<file path="src/rtl/mac_pkg.sv">
// Shared definitions for the multiply-accumulate datapath.
package mac_pkg;

  // Product width produced by the 4x4 array multiplier.
  localparam int PROD_W = 8;

  // Accumulator control state.
  typedef enum logic {
    ACCUM = 1'b0,
    HOLD  = 1'b1
  } state_t;

  // Ceiling log2 for elaboration-time width calculations.
  function automatic int clog2(input int v);
    int r;
    r = 0;
    while ((1 << r) < v) r++;
    return r;
  endfunction

endpackage

</file>
<file path="src/rtl/prod_accumulator.sv">
// Sums N_TERMS consecutive multiplier products and presents the total on a
// registered valid/ready port. A new sum may start in the same beat that the
// previous result drains.
module prod_accumulator
  import mac_pkg::*;
#(
  parameter int N_TERMS = 4,
  parameter int ACC_W   = 10
) (
  input  logic              clk,
  input  logic              rst_n,
  input  logic              clr,
  input  logic              in_valid,
  output logic              in_ready,
  input  logic [PROD_W-1:0] in_p,
  output logic              out_valid,
  input  logic              out_ready,
  output logic [ACC_W-1:0]  out_sum,
  output logic              busy
);

  localparam int CNT_W = (clog2(N_TERMS) < 1) ? 1 : clog2(N_TERMS);
  localparam logic [CNT_W-1:0] LAST = CNT_W'(N_TERMS - 1);

  // Reject parameterisations that could overflow or make no sense.
  if (N_TERMS < 2 || N_TERMS > 16) begin : g_bad_n_terms
    $error("prod_accumulator: N_TERMS must be in 2..16");
  end
  if (ACC_W < PROD_W + clog2(N_TERMS)) begin : g_bad_acc_w
    $error("prod_accumulator: ACC_W too narrow for N_TERMS products");
  end

  state_t           state, state_nxt;
  logic [CNT_W-1:0] count, count_nxt;
  logic [ACC_W-1:0] acc, acc_nxt;
  logic [ACC_W-1:0] out_sum_nxt;
  logic             out_valid_nxt;
  logic [ACC_W-1:0] p_ext;
  logic [ACC_W-1:0] sum;
  logic             accept;
  logic             drain;

  // Input is open while collecting, or when the held result drains this beat.
  assign in_ready = (state == ACCUM) || out_ready;
  assign accept   = in_valid && in_ready;
  assign drain    = out_valid && out_ready;
  assign busy     = (count != '0);
  assign p_ext    = ACC_W'(in_p);
  assign sum      = acc + p_ext;

  // Next-state and datapath update; clr overrides any accept.
  always_comb begin
    state_nxt     = state;
    count_nxt     = count;
    acc_nxt       = acc;
    out_sum_nxt   = out_sum;
    out_valid_nxt = out_valid;
    if (clr) begin
      state_nxt     = ACCUM;
      count_nxt     = '0;
      acc_nxt       = '0;
      out_valid_nxt = 1'b0;
    end else begin
      case (state)
        ACCUM: begin
          if (accept) begin
            if (count == LAST) begin
              out_sum_nxt   = sum;
              out_valid_nxt = 1'b1;
              count_nxt     = '0;
              state_nxt     = HOLD;
            end else begin
              acc_nxt   = (count == '0) ? p_ext : sum;
              count_nxt = count + CNT_W'(1);
            end
          end
        end
        HOLD: begin
          if (drain) begin
            out_valid_nxt = 1'b0;
            state_nxt     = ACCUM;
            // Accept here starts a fresh sum; N_TERMS >= 2 so it cannot complete.
            if (accept) begin
              acc_nxt   = p_ext;
              count_nxt = CNT_W'(1);
            end
          end
        end
        default: state_nxt = ACCUM;
      endcase
    end
  end

  // State register.
  always_ff @(posedge clk or negedge rst_n) begin
    if (!rst_n) state <= ACCUM;
    else        state <= state_nxt;
  end

  // Counter, partial sum and output registers.
  always_ff @(posedge clk or negedge rst_n) begin
    if (!rst_n) begin
      count     <= '0;
      acc       <= '0;
      out_sum   <= '0;
      out_valid <= 1'b0;
    end else begin
      count     <= count_nxt;
      acc       <= acc_nxt;
      out_sum   <= out_sum_nxt;
      out_valid <= out_valid_nxt;
    end
  end

endmodule

</file>
<file path="config.mk">
export PLATFORM = sky130hd
export DESIGN_NAME = prod_accumulator
export DESIGN_NICKNAME = d
export VERILOG_FILES = /design/src/rtl/mac_pkg.sv /design/src/rtl/prod_accumulator.sv
export SDC_FILE = /design/constraint.sdc
export NUM_CORES = 1
export LEC_CHECK = 0
export CAP_MARGIN = 10
export CORE_ASPECT_RATIO = 0.75
export CORE_MARGIN = 1
export CORE_UTILIZATION = 50
export CTS_CLUSTER_SIZE = 25
export DETAILED_ROUTE_END_ITERATION = 6
export PLACE_DENSITY_LB_ADDON = 0.1
export SLEW_MARGIN = 20
export SYNTH_ARGS = -nofsm -noshare
export SYNTH_HDL_FRONTEND = slang
export SYNTH_SLANG_ARGS = --single-unit
</file>
<file path="constraint.sdc">
create_clock -name clk -period 2.3 [get_ports clk]
set_clock_uncertainty 0.15 [all_clocks]
set_input_delay 0.345 -clock clk [delete_from_list [all_inputs] [get_ports clk]]
set_output_delay 0.345 -clock clk [all_outputs]
set_load 0.02 [all_outputs]
</file>
==> flow_summary_export.csv <==
group,metric,value,unit
drt,drtPass1Iterations,4,
global_routing,first_global_vias,1153,
sta,setup_viol,0,
pwr,power.density,716,mW/mm^2
setup_path,critPathArrivalTime,2.30,ns
cells_and_area,final_common_cell,"clkdlybuf4s50_1",
hold_path,hold_class,"input port to asynchronous set/reset pin",
global_routing,grt_pass1_wl,5.18,mm
setup_path,required,2.35,ns
cells_and_area,multiInputGateArea,762,um^2
cells_and_area,area_growth,35.1,%
drt,drt-total-wl,3.36,mm
floorplanning,core,0.00264,mm^2
setup_path,path_cells,"clkdlybuf4s50_1 -> ha_2 -> inv_1 -> fa_1 -> nand2b_1 -> a21oi_1 -> buf_4 -> a31oi_1 -> xor2_1 -> o21ai_0",
logic_synthesis,synth-seq-cells,24,
setup_path,cp.depth,10,
drt,dr_total_vias,1226,
drt,vias_per_cell,5.42,
cells_and_area,n_fill_cell,224,
sta,min_period_over_period,98.0,%
placed_design,io_buffers,25,
setup_path,crit_path_start,"in_p[0]",
sta,hold_violations,0,
pwr,p_leak,0.884,nW
logic_synthesis,synth_ff_type,"dfrtp_1",
clocking,cts_htree_levels,1,
clocking,cts_tree,"built",
sta,slew_headroom,70.4,%
setup_path,reg2reg_depth,9,
sta,finalMaxSlewViolations,0,
floorplanning,dieHeight,48.0,um
logic_synthesis,yosysSeqAreaShare,42.7,%
sta,rsz0062_at_grt,"yes",
placed_design,dp.final_hpwl,2.53,mm
setup_path,worst_path_dominant_cell_family,"buffers and inverters",
global_routing,track_usage,23.3,%
clocking,cts.sinks,24,
setup_path,cp_slowest_cell,"clkdlybuf4s50_1",
logic_synthesis,netlist_area,0.00141,mm^2
setup_path,endpoint,"out_sum[6]",
clocking,clock-root-buffer,"clkbuf_8",
setup_path,r2r_end,"out_sum[6]",
global_routing,overflow,0,
logic_synthesis,async_flop_share,100,%
drt,drc_errors,0,
floorplanning,dieArea,0.00303,mm^2
logic_synthesis,yosys_warnings,0,
floorplanning,io_pins,26,
drt,first_iter_violations,72,
logic_synthesis,synthDistinctLibCells,36,
clocking,post_cts_buffers,0,
setup_path,endpoint_kind,"register",
floorplanning,rows,16,
global_routing,antenna_found_initial,0,
drt,drt.antenna.violating_nets,0,
pwr,ir_drop,0.542,mV
cells_and_area,drive_gt1_share,13.7,%
setup_path,cp_max_fo,3,
placed_design,gp_congestion,0.791,
clocking,clkTransAtPathRegs,0.09,ns
clocking,clockBufferDepth,2,
flow_run,cap_violations,0,
logic_synthesis,synth.avg_cell_area,9.58,um^2
cells_and_area,n_antenna_cell,0,
sta,tns,0,ns
logic_synthesis,synth_edf_count,0,
setup_path,worst-path-buf-inv,3,
setup_path,path_class,"input port to register",
logic_synthesis,synth_fp_nets,171,
cells_and_area,regArea,601,um^2
sta,tightestPinTransition,0.442,ns
global_routing,grt_max_degree,25,
sta,fin_crit,2.25,ns
setup_path,r2r-start,"acc[0]",
setup_path,worst_setup_path_start_kind,"input port",
setup_path,r2r_slack,0.25,ns
floorplanning,chipWidth,63.3,um
setup_path,critPathMaxStageDelay,0.49,ns
clocking,cts_inserted_buffers,3,
sta,max_freq,0.444,GHz
clocking,clkLatencyLatePin,0.27,ns
logic_synthesis,syn_inst,147,
cells_and_area,layout.cells.most_common_list,"25 x clkdlybuf4s50_1, 24 x dfrtp_1, 21 x nand2_1",
outcome,outcome,"finished clean",
sta,whs,0.271,ns
cells_and_area,nets,215,
floorplanning,start_util,53.3,%
drt,wl_per_cell,14.9,um
[cell families after synthesis]
kind of cell / share of synthesized area [%]
compound gates: 19.7
xor+xnor: 4.98
fa+ha+maj: 10.3
buf+inv: 4.18
flops: 42.7
mux: 3.73
simple gates: 14.4
[synth_stat cells (all sizes together), types with 3 or more instances]
cell    instances  area (um^2)
o31ai           3         22.5
xor2            3         26.3
nand2          21         78.8
o21ai          16         80.1
inv             8         30.0
buf             3         21.3
a22oi           6         45.0
dfrtp          24          601
a21oi           6         30.0
nor2           10         37.5
xnor2           5         43.8
mux2i           3         30.0
a21o            3         22.5
nand2b          3         26.3
ha             10          125
[per-layer routing]
layer	share of wire (%)	vias up	global-route usage, %
met5	0	-	0
met4	0.86	0	7.73
met3	4.3	4	5.24
met2	50	29	43.2
met1	45	590	28.0
li1	-	603	-
[worst reg2reg max path, delay by kind of cell, from the launching register on]
family                     cells  cell delay [ns]
buffers and inverters          2             0.20
and+or+nand+nor                1             0.16
AOI/OAI and AO/OA              3             0.40
adders and majority gates      2             0.55
DFF                            1             0.36
xor gates and xnor gates       1             0.16
[final cells by class]
cell class	instances	area share [%]
flip-flops and latches	24	31.6
clock inverters	1	1.58
well taps	36	2.37
clock buffers	3	2.17
repair buffers	44	20.7
multi-input cells	110	40.1
inverters	8	1.58
[how the worst min path moves through the flow]
stage	from	end	slack, ns
CTS	rst_n	count[0]	0.29
floorplan	rst_n	acc[0]	-0.10
detailed placement	out_sum[4]	out_sum[4]	0.32
global placement	out_sum[4]	out_sum[4]	0.31
global route	rst_n	count[0]	0.31
finish	rst_n	count[0]	0.27
[sequential cells by signal (all words and copies together) (netlist names)]
signal / flops
acc: 10
out_sum: 10
count: 2
out_valid: 1
state: 1
[metrics by stage]
step / area (um^2) / worst slack [ns] / instances / total power, mW / util [%]
finish: 1900 / 0.0463 / 226 / 1.36 / 72.0
global route: 1900 / -0.0351 / 226 / 1.43 / 72.0
CTS: 1890 / 0.0664 / 226 / 1.36 / 71.4
detailed placement: 1820 / -0.240 / 222 / 0.983 / 68.8
global placement: 1820 / -0.166 / 222 / 0.964 / 68.8
floorplan: 1410 / 0.295 / 147 / 0.764 / -
[power by group]
part | leakage, nW | switching [mW] | total, mW | internal, mW
combinational | 0.526 | 0.241 | 0.474 | 0.233
clock | 0.0357 | 0.141 | 0.374 | 0.233
sequential | 0.323 | 0.0344 | 0.514 | 0.479
[repair_timing]
| item | CTS | global route |
|---|---|---|
| resized for setup | 0 | 2 |
| hold buffers | 0 | 0 |
| setup endpoints to repair | 0 | 4 |
(Power assumes the default switching activity.)
